$ cat src/rtl/reaction_pkg.sv
// reaction_pkg: shared definitions for the reaction timer result path.
//   Timer state / fail codes, message length, ASCII constants, fixed
//   message strings, the reader FSM encoding and a helper that picks one
//   character of the result message.
package reaction_pkg;

   typedef enum logic [1:0] {
      ST_IDLE   = 2'd0,
      ST_RANDOM = 2'd1,
      ST_REACT  = 2'd2,
      ST_DONE   = 2'd3
   } timer_state_e;

   typedef enum logic [1:0] {
      FAIL_NONE  = 2'd0,
      FAIL_EARLY = 2'd1,
      FAIL_SLOW  = 2'd2,
      FAIL_RSVD  = 2'd3
   } fail_code_e;

   typedef enum logic {
      RD_IDLE = 1'b0,
      RD_SEND = 1'b1
   } rd_state_e;

   localparam int MSG_LEN = 5;

   localparam logic [7:0] ASCII_0   = 8'h30;
   localparam logic [7:0] ASCII_DOT = 8'h2E;
   localparam logic [7:0] ASCII_QM  = 8'h3F;

   // First character sits in the most significant byte.
   localparam logic [39:0] MSG_EARLY = "EARLY";
   localparam logic [39:0] MSG_SLOW  = "SLOW!";
   localparam logic [39:0] MSG_UNK   = "?????";

   function automatic logic [7:0] digit_char(input logic [3:0] d);
      digit_char = (d > 4'd9) ? ASCII_QM : (ASCII_0 + {4'd0, d});
   endfunction

   // Character idx (0..4) of the message for a latched code and digits
   // {d3,d2,d1,d0}.
   function automatic logic [7:0] msg_char(input logic [1:0]  code,
                                           input logic [15:0] digits,
                                           input logic [2:0]  idx);
      logic [39:0] s;
      case (code)
         FAIL_NONE:  s = {digit_char(digits[15:12]), ASCII_DOT,
                          digit_char(digits[11:8]), digit_char(digits[7:4]),
                          digit_char(digits[3:0])};
         FAIL_EARLY: s = MSG_EARLY;
         FAIL_SLOW:  s = MSG_SLOW;
         default:    s = MSG_UNK;
      endcase
      case (idx)
         3'd0:    msg_char = s[39:32];
         3'd1:    msg_char = s[31:24];
         3'd2:    msg_char = s[23:16];
         3'd3:    msg_char = s[15:8];
         default: msg_char = s[7:0];
      endcase
   endfunction

endpackage

$ cat src/rtl/bcd4_to_bin.sv
// bcd4_to_bin: combinational 4-digit BCD to 14-bit binary.
//   i_d3..i_d0 : BCD digits, i_d3 most significant (thousands)
//   o_bin      : i_d3*1000 + i_d2*100 + i_d1*10 + i_d0 (0..9999)
// Any digit above 9 is counted as 9 so the result never exceeds 9999.
module bcd4_to_bin (
   input  logic [3:0]  i_d3,
   input  logic [3:0]  i_d2,
   input  logic [3:0]  i_d1,
   input  logic [3:0]  i_d0,
   output logic [13:0] o_bin
);

   function automatic logic [13:0] clamp9(input logic [3:0] d);
      clamp9 = (d > 4'd9) ? 14'd9 : {10'd0, d};
   endfunction

   always_comb begin
      o_bin = clamp9(i_d3) * 14'd1000 + clamp9(i_d2) * 14'd100
            + clamp9(i_d1) * 14'd10   + clamp9(i_d0);
   end

endmodule

$ cat src/rtl/reaction_result_reader.sv
// reaction_result_reader: captures each finished reaction-timer round and
// streams a 5-character ASCII result message over valid/ready.
//   i_clk, i_reset_n       : clock, async active-low reset
//   i_state, i_fail_state  : timer state and result code
//   i_seg3..i_seg0         : BCD reading (seg3 = seconds, seg0 = ms)
//   i_char_ready           : sink accepts o_char
//   o_char_valid/o_char/o_char_last : character stream, last = 5th char
//   o_busy                 : message pending or in flight
//   o_result_ms/o_result_code : last captured result
//   o_attempts             : saturating capture count
//   o_best_ms/o_best_valid : best successful time
// Build option: define REACTION_BEST_TIME_EN to build the best-time record;
// otherwise o_best_ms / o_best_valid are constant 0.
module reaction_result_reader
   import reaction_pkg::*;
#(
   parameter int ATTEMPT_W = 8
) (
   input  logic                 i_clk,
   input  logic                 i_reset_n,
   input  logic [1:0]           i_state,
   input  logic [1:0]           i_fail_state,
   input  logic [3:0]           i_seg3,
   input  logic [3:0]           i_seg2,
   input  logic [3:0]           i_seg1,
   input  logic [3:0]           i_seg0,
   input  logic                 i_char_ready,
   output logic                 o_char_valid,
   output logic [7:0]           o_char,
   output logic                 o_char_last,
   output logic                 o_busy,
   output logic [13:0]          o_result_ms,
   output logic [1:0]           o_result_code,
   output logic [ATTEMPT_W-1:0] o_attempts,
   output logic [13:0]          o_best_ms,
   output logic                 o_best_valid
);

   rd_state_e             rd_state_q, rd_state_d;
   logic [1:0]            prev_state_q, prev_state_d;
   logic [2:0]            idx_q, idx_d;
   logic [15:0]           digits_q, digits_d;
   logic [1:0]            code_q, code_d;
   logic [13:0]           result_ms_q, result_ms_d;
   logic [ATTEMPT_W-1:0]  attempts_q, attempts_d;
   logic [13:0]           live_ms;
   logic                  capture;
   logic                  accept;
   logic                  xfer;

   bcd4_to_bin u_bcd (
      .i_d3  (i_seg3),
      .i_d2  (i_seg2),
      .i_d1  (i_seg1),
      .i_d0  (i_seg0),
      .o_bin (live_ms)
   );

   // Rising into done; ignored while a message is still being sent.
   assign capture = (i_state == ST_DONE) && (prev_state_q != ST_DONE);
   assign accept  = capture && (rd_state_q == RD_IDLE);
   assign xfer    = (rd_state_q == RD_SEND) && i_char_ready;

   // State register (all flops)
   always_ff @(posedge i_clk or negedge i_reset_n) begin
      if (!i_reset_n) begin
         rd_state_q   <= RD_IDLE;
         prev_state_q <= '0;
         idx_q        <= '0;
         digits_q     <= '0;
         code_q       <= '0;
         result_ms_q  <= '0;
         attempts_q   <= '0;
      end else begin
         rd_state_q   <= rd_state_d;
         prev_state_q <= prev_state_d;
         idx_q        <= idx_d;
         digits_q     <= digits_d;
         code_q       <= code_d;
         result_ms_q  <= result_ms_d;
         attempts_q   <= attempts_d;
      end
   end

   // Next-state logic
   always_comb begin
      rd_state_d = rd_state_q;
      case (rd_state_q)
         RD_IDLE: if (capture)                  rd_state_d = RD_SEND;
         RD_SEND: if (xfer && idx_q == 3'd4)    rd_state_d = RD_IDLE;
         default:                               rd_state_d = RD_IDLE;
      endcase
   end

   // Datapath next values
   always_comb begin
      prev_state_d = i_state;
      idx_d        = idx_q;
      digits_d     = digits_q;
      code_d       = code_q;
      result_ms_d  = result_ms_q;
      attempts_d   = attempts_q;
      if (accept) begin
         idx_d       = '0;
         digits_d    = {i_seg3, i_seg2, i_seg1, i_seg0};
         code_d      = i_fail_state;
         result_ms_d = live_ms;
         if (!(&attempts_q)) attempts_d = attempts_q + ATTEMPT_W'(1);
      end else if (xfer) begin
         idx_d = idx_q + 3'd1;
      end
   end

   // Outputs
   always_comb begin
      o_char_valid  = (rd_state_q == RD_SEND);
      o_busy        = o_char_valid;
      o_char        = o_char_valid ? msg_char(code_q, digits_q, idx_q) : 8'h00;
      o_char_last   = o_char_valid && (idx_q == 3'd4);
      o_result_ms   = result_ms_q;
      o_result_code = code_q;
      o_attempts    = attempts_q;
   end

`ifdef REACTION_BEST_TIME_EN
   logic [13:0] best_ms_q, best_ms_d;
   logic        best_valid_q, best_valid_d;

   always_ff @(posedge i_clk or negedge i_reset_n) begin
      if (!i_reset_n) begin
         best_ms_q    <= '0;
         best_valid_q <= 1'b0;
      end else begin
         best_ms_q    <= best_ms_d;
         best_valid_q <= best_valid_d;
      end
   end

   // Ties keep the existing record.
   always_comb begin
      best_ms_d    = best_ms_q;
      best_valid_d = best_valid_q;
      if (accept && i_fail_state == FAIL_NONE &&
          (!best_valid_q || live_ms < best_ms_q)) begin
         best_ms_d    = live_ms;
         best_valid_d = 1'b1;
      end
   end

   assign o_best_ms    = best_ms_q;
   assign o_best_valid = best_valid_q;
`else
   assign o_best_ms    = '0;
   assign o_best_valid = 1'b0;
`endif

endmodule

$ cat config.mk
export PLATFORM = sky130hd
export DESIGN_NAME = reaction_result_reader
export DESIGN_NICKNAME = d
export VERILOG_FILES = /design/src/rtl/reaction_pkg.sv /design/src/rtl/bcd4_to_bin.sv /design/src/rtl/reaction_result_reader.sv
export SDC_FILE = /design/constraint.sdc
export NUM_CORES = 1
export LEC_CHECK = 0
export ABC_AREA = 1
export CAP_MARGIN = 20
export CELL_PAD_IN_SITES_DETAIL_PLACEMENT = 1
export CELL_PAD_IN_SITES_GLOBAL_PLACEMENT = 1
export CORE_ASPECT_RATIO = 1.2
export CORE_UTILIZATION = 36
export DETAILED_ROUTE_END_ITERATION = 8
export PLACE_DENSITY = 0.75
export SLEW_MARGIN = 20
export SYNTH_ARGS = -nofsm -noshare
export SYNTH_HDL_FRONTEND = slang
export SYNTH_SLANG_ARGS = --single-unit
$ cat constraint.sdc
create_clock -name i_clk -period 1.8 [get_ports i_clk]
set_input_delay 0.36 -clock i_clk [delete_from_list [all_inputs] [get_ports i_clk]]
set_output_delay 0.36 -clock i_clk [all_outputs]
set_load 0.03 [all_outputs]
Yosys cells after proc, flatten, opt, wreduce, memory -nomap -nowiden
Index checks and enable logic that the tools add are counted.

Bits in registers: 46. Latch bits: 0. Word-level logic and storage cells: 63. Memories: 0. Output and inout bits: 50. ROM bits: 0. Bits in writable memories: 0. Bits of input ports: 23.

Multiplexer cells: 16. $lt $le $gt $ge: 8. Bitwise operators: 2. Equal/unequal tests: 8. Reduce and logical (&&, ||, !) cells: 10. Divide/modulo/power cells: 0. $add $sub $neg: 9. $mul: 3. Shift-type cells: 0.

Operators by type and width (number): one-hot mux 40 bit (3 select lines) (1); adder 14 bit (3); > comparator 4 bit, second input constant (8); one-hot mux 8 bit (4 select lines) (1); adder 6 x 4 -> 7 bit, first input constant (4); 2-to-1 mux 7 bit (4); 2-to-1 mux 4 bit (4); multiplier 14 x 3 -> 13 bit, second input constant (1); multiplier 14 x 5 -> 12 bit, second input constant (1); multiplier 14 x 7 -> 11 bit, second input constant (1); adder 8 x 1 -> 8 bit, second input constant (1); 2-to-1 mux 8 bit (1); AND reduction 8 bit (1); == test 3 x 2 -> 1 bit, second input constant (2); 2-to-1 mux 3 bit (2); logical AND 1 bit (5); == test 2 bit, second input constant (2); adder 3 x 1 -> 3 bit, second input constant (1); == test 3 x 1 -> 1 bit, second input constant (1); == test 3 bit, second input constant (1); logical NOT 3 bit (1); == test 2 x 1 -> 1 bit, second input constant (1); logical NOT 2 bit (1); 2-to-1 mux 1 bit (2); 5 further kinds (6).

Logic depth before layout (Yosys ltp)
Depth after elaboration: 6. Mapped depth: 25. Mapped depth without buffers: 25.

Hierarchy
A second synthesis with hierarchy kept.

Cells, all modules: 574. Area total of the unflattened synthesis: 4356.7 µm².

By module, submodules not included: reaction_result_reader (area each 2625.0 µm², times used 1, seq. area each 1151.1 µm², cells each 341); bcd4_to_bin (area each 1731.7 µm², times used 1, seq. area each 0.0 µm², cells each 233).

Worst setup path after synthesis
No wires, ideal clock.

Kind: input port to flip-flop. Start point: input i_seg3[1]. End point: register result_ms_q[8], in the netlist o_result_ms[8]. Library setup time: 0.131 ns. Stages: 16. Arrival time: 3.865 ns. Required time: 1.669 ns. Setup slack: -2.196 ns. Cells stage by stage: o21ai_2 -> nand2_1 -> inv_1 -> ha_1 -> inv_1 -> fa_1 -> inv_1 -> fa_1 -> fa_1 -> ha_1 -> ha_1 -> a21o_1 -> or2_1 -> a21oi_1 -> xor2_1 -> o21ai_1.

Cells in the longest elaborated chain, start to end: 6.

RTL lines: start: declaration (RTL line reaction_result_reader.sv:23) `input logic [3:0] i_seg3,`; > comparator 4 bit (RTL line bcd4_to_bin.sv:14) `clamp9 = (d > 4'd9) ? 14'd9 : {10'd0, d};`; 2-to-1 mux 4 bit * (RTL line bcd4_to_bin.sv:14); multiplier 14 x 7 -> 11 bit * (RTL line bcd4_to_bin.sv:18) `o_bin = clamp9(i_d3) * 14'd1000 + clamp9(i_d2) * 14'd100`; adder 14 bit * (RTL line bcd4_to_bin.sv:18); adder 14 bit * (2 in series) (RTL line bcd4_to_bin.sv:19) `+ clamp9(i_d1) * 14'd10 + clamp9(i_d0);`; end signal: assignment (RTL line reaction_result_reader.sv:80) `result_ms_q <= result_ms_d;`; end: declaration (RTL line reaction_result_reader.sv:44) `logic [13:0] result_ms_q, result_ms_d;`.

Every way passes the cells marked *; elsewhere a longest branch is shown, timed or not. A chain may end at the register's enable or synchronous reset.

Worst setup path in the final report
Start point: input i_seg3[1]. End point: register result_ms_q[9], in the netlist o_result_ms[9].

The elaborated chain is that of the path after synthesis.

==> impl_metrics.csv <==
group,metric,value,unit
place,routabilityCongestion,0.835,
power,p_per_area,2020,nW/um^2
clocking,tritoncts,"built",
final_layout,syn2layout_area_growth,68.3,%
grt,grt_pass1_wl,25.6,mm
power,worst_ir_drop_vdd,1.12,mV
synthesis,avgSynthCellArea,7.80,um^2
route,wl_per_cell,22.7,um
worst_setup_path,startpoint_type,"input pin",
worst_setup_path,worstPathRequired,1980,ps
route,first_pass_iters,4,
clocking,cts.sinks,46,
grt,first_global_vias,5139,
final_layout,fillCellCount,1258,
sta,hold_viol,0,
final_layout,nets,814,
final_layout,final_area,7080,um^2
clocking,clk_latency,310,ps
worst_setup_path,timing.rr.start,"o_busy",
route,avgViaCountPerCell,5.38,
grt,grt_max_degree,31,
grt,globalRouteOverflowTotal,0,
sta,max_freq,263,MHz
flow_run,cap_violations,0,
clocking,clock-root-buffer,"clkbuf_16",
floorplanning,coreArea,11200,um^2
worst_setup_path,endpoint_kind,"flip-flop",
route,via_count,4691,
power,switchingPower,7.10,mW
sta,maxSlewHeadroom,0.645,
final_layout,diodes,0,
clocking,clk_path_buf_depth,2,
worst_hold_path,holdCritPathClass,"input pin to asynchronous set/reset pin",
power,comb_power_share,0.786,
worst_setup_path,startpoint,"i_seg3[1]",
clocking,cts_hold_buf,0,
synthesis,netlist_instances,539,
floorplanning,initial_utilization,0.376,
route,ant_nets,0,
clocking,clkTransAtPathRegs,80,ps
power,sw_frac_of_total,0.495,
sta,period_share,2.11,
power,p_seq_frac,0.133,
route,drt-total-wl,19.8,mm
floorplanning,dieArea,12100,um^2
sta,setup_viol,22,
sta,hold_slack,14.6,ps
floorplanning,fp-row-count,42,
floorplanning,fp.dieW,101,um
worst_setup_path,critPathArrivalTime,3980,ps
synthesis,synth_seq_cells,46,
route,drt_iter0_markers,302,
sta,grt_setup_unrepaired,"yes",
synthesis,yosysSeqAreaShare,0.274,
worst_setup_path,crit_end,"o_result_ms[9]",
worst_setup_path,reg2reg_to,"o_attempts[4]",
synthesis,yosysUniqueCellTypes,39,
power,p_leak,3.38,nW
sta,period_minus_slack,3810,ps
route,route.detailed.drc,0,
place,portBuffers,56,
place,dp_hpwl,10.4,mm
synthesis,yosys_warnings,0,
sta,finalWorstSetupSlack,-2010,ps
grt,track_usage,0.275,
power,intPower,7.23,mW
grt,grt_antenna_before_repair,0,
status,outcome,"finished, violations left",
sta,tightest_slew,532,ps
worst_setup_path,ff2ff_path_depth,7,
sta,skew,17.5,ps
floorplanning,die_h,120,um
place,placed_area,5950,um^2
synthesis,syn_area,4200,um^2
worst_setup_path,critPathMaxFanout,6,
clocking,cts_buffers,5,
status,violations,"negative setup slack",
clocking,htree_levels,2,
final_layout,drive_gt1_frac,0.472,
power,clkPwrFrac,0.081,
sta,report.final.slew_viol_count,0,
floorplanning,io_pins,73,
worst_setup_path,critPathKind,"input pin to flip-flop",
place,post-place-ws,-2700,ps
worst_setup_path,rrSetupSlack,-10,ps
synth_stat cells:
| library cell | instances | area [um^2] |
|---|---|---|
| nand2_1 | 109 | 409 |
| inv_1 | 89 | 334 |
| ha_1 | 59 | 738 |
| dfrtp_1 | 46 | 1150 |
| o21ai_0 | 40 | 200 |
| nor2_1 | 32 | 120 |
| a21oi_1 | 26 | 130 |
| nand3_1 | 25 | 125 |
| buf_4 | 17 | 128 |
| fa_1 | 15 | 300 |
| xor2_1 | 13 | 114 |
| clkbuf_1 | 9 | 33.8 |
| xnor2_1 | 8 | 70.1 |
| nand4_1 | 5 | 31.3 |
| nor3_1 | 5 | 25.0 |
| o21bai_1 | 4 | 30.0 |
| inv_2 | 3 | 11.3 |
| o21ai_1 | 3 | 15.0 |
| o22ai_1 | 3 | 18.8 |
| or2_1 | 3 | 18.8 |
| a211oi_1 | 2 | 15.0 |
| a31oi_1 | 2 | 12.5 |
| buf_2 | 2 | 10.0 |
| conb_1 | 2 | 7.51 |
| nand4_4 | 2 | 42.5 |
| o21a_1 | 2 | 15.0 |
| a21o_1 | 1 | 7.51 |
| a31o_2 | 1 | 8.76 |
| buf_1 | 1 | 3.75 |
| clkbuf_2 | 1 | 5.00 |
| clkinv_2 | 1 | 5.00 |
| nand2_4 | 1 | 11.3 |
| nand3b_1 | 1 | 7.51 |
| nor2_2 | 1 | 6.26 |
| nor2_4 | 1 | 11.3 |
| nor4_1 | 1 | 6.26 |
| o21ai_2 | 1 | 8.76 |
| o31a_1 | 1 | 8.76 |
| o31ai_1 | 1 | 7.51 |
routing by layer:
metal | vias up | global-route usage | share of wire
met1 | 2363 | 0.273 | 0.34
met2 | 187 | 0.544 | 0.55
met5 | - | 0 | 0
li1 | 2044 | - | -
met4 | 0 | 0.149 | 0.068
met3 | 97 | 0.0324 | 0.039
sequential cells by signal (all words and copies together), names as in the netlist:
| register | flops |
|---|---|
| o_result_ms | 14 |
| idx_q | 3 |
| prev_state_q | 2 |
| o_result_code | 2 |
| o_attempts | 8 |
| o_busy | 1 |
| digits_q | 16 |
worst max-delay path, stage by stage:
cell and delay, ps:
buf_8 100, o21ai_4 170, nand2_4 70, inv_4 70, ha_4 200, inv_2 50, fa_1 430, inv_2 90
fa_2 460, fa_1 600, ha_4 230, ha_4 300, nand4_1 230, nor2_2 200, nor2_2 70, buf_4 140
xor2_1 140, o21ai_1 80
metrics by stage:
| step | setup TNS, ps | power, mW | std cells | util |
|---|---|---|---|---|
| 6_report | -21950 | 14.3 | 872 | 0.632 |
| 2_1_floorplan | -15120 | 6.82 | 555 | - |
| 5_1_grt | -23540 | 14.9 | 872 | 0.632 |
| 3_5_place_dp | -27780 | 9.93 | 828 | 0.532 |
| 3_3_place_gp | -26430 | 9.58 | 828 | 0.532 |
| 4_1_cts | -19230 | 12.4 | 865 | 0.603 |
worst min path at each step:
stage	from	to	slack, ps	cells past startpoint
6_report	i_reset_n	o_busy	10	1
5_1_grt	i_reset_n	o_busy	50	1
3_3_place_gp	i_reset_n	o_busy	330	1
3_5_place_dp	i_reset_n	o_busy	340	1
4_1_cts	i_reset_n	o_busy	20	1
2_1_floorplan	i_reset_n	digits_q[0]	60	0
power groups by stage:
stage               logic [mW]  clock network (mW)  registers (mW)
global route              11.8                1.18            1.94
CTS                       9.45                1.13            1.82
global placement          7.79                   0            1.79
detailed placement        8.11                   0            1.82
floorplan                 4.60                   0            2.22
finish                    11.3                1.16            1.91
timing repair:
item                                    4_1_cts  5_1_grt
gates resized for setup                     154       80
pin swaps                                    63       69
setup buffers                                29       10
endpoints found under the setup margin       22       22
placed cells by master, fill, tap and decap left out, types with 17 or more instances in the layout:
master | netlist | routed
inv_1 | 89 | 50
clkdlybuf4s50_1 | 0 | 29
inv_2 | 3 | 32
conb_1 | 2 | 18
buf_6 | 0 | 31
buf_4 | 17 | 110
ha_4 | 0 | 36
nand3_1 | 25 | 17
ha_1 | 59 | 19
dfrtp_1 | 46 | 44
o21ai_0 | 40 | 25
nand2_1 | 109 | 88
area by class of cell:
cell class	instances	area (um^2)	area share
multi-input cells	386	3560	0.503
repair buffers	185	1610	0.228
flip-flops and latches	46	1150	0.163
inverters	93	380	0.0537
well taps	154	193	0.0272
clock buffers	5	125	0.0177
clock inverters	3	48.8	0.00690
cell families after synthesis:
family                   after synthesis  synth area share
flip-flops                            46             0.274
other                                  2           0.00179
AO/OA/AOI/OAI                         87             0.114
AND/OR/NAND/NOR                      186             0.194
XOR/XNOR                              21            0.0438
buffers and inverters                123             0.126
adder cells (fa/ha/maj)               74             0.247
No activity file was read; power rests on OpenSTA's default activity.
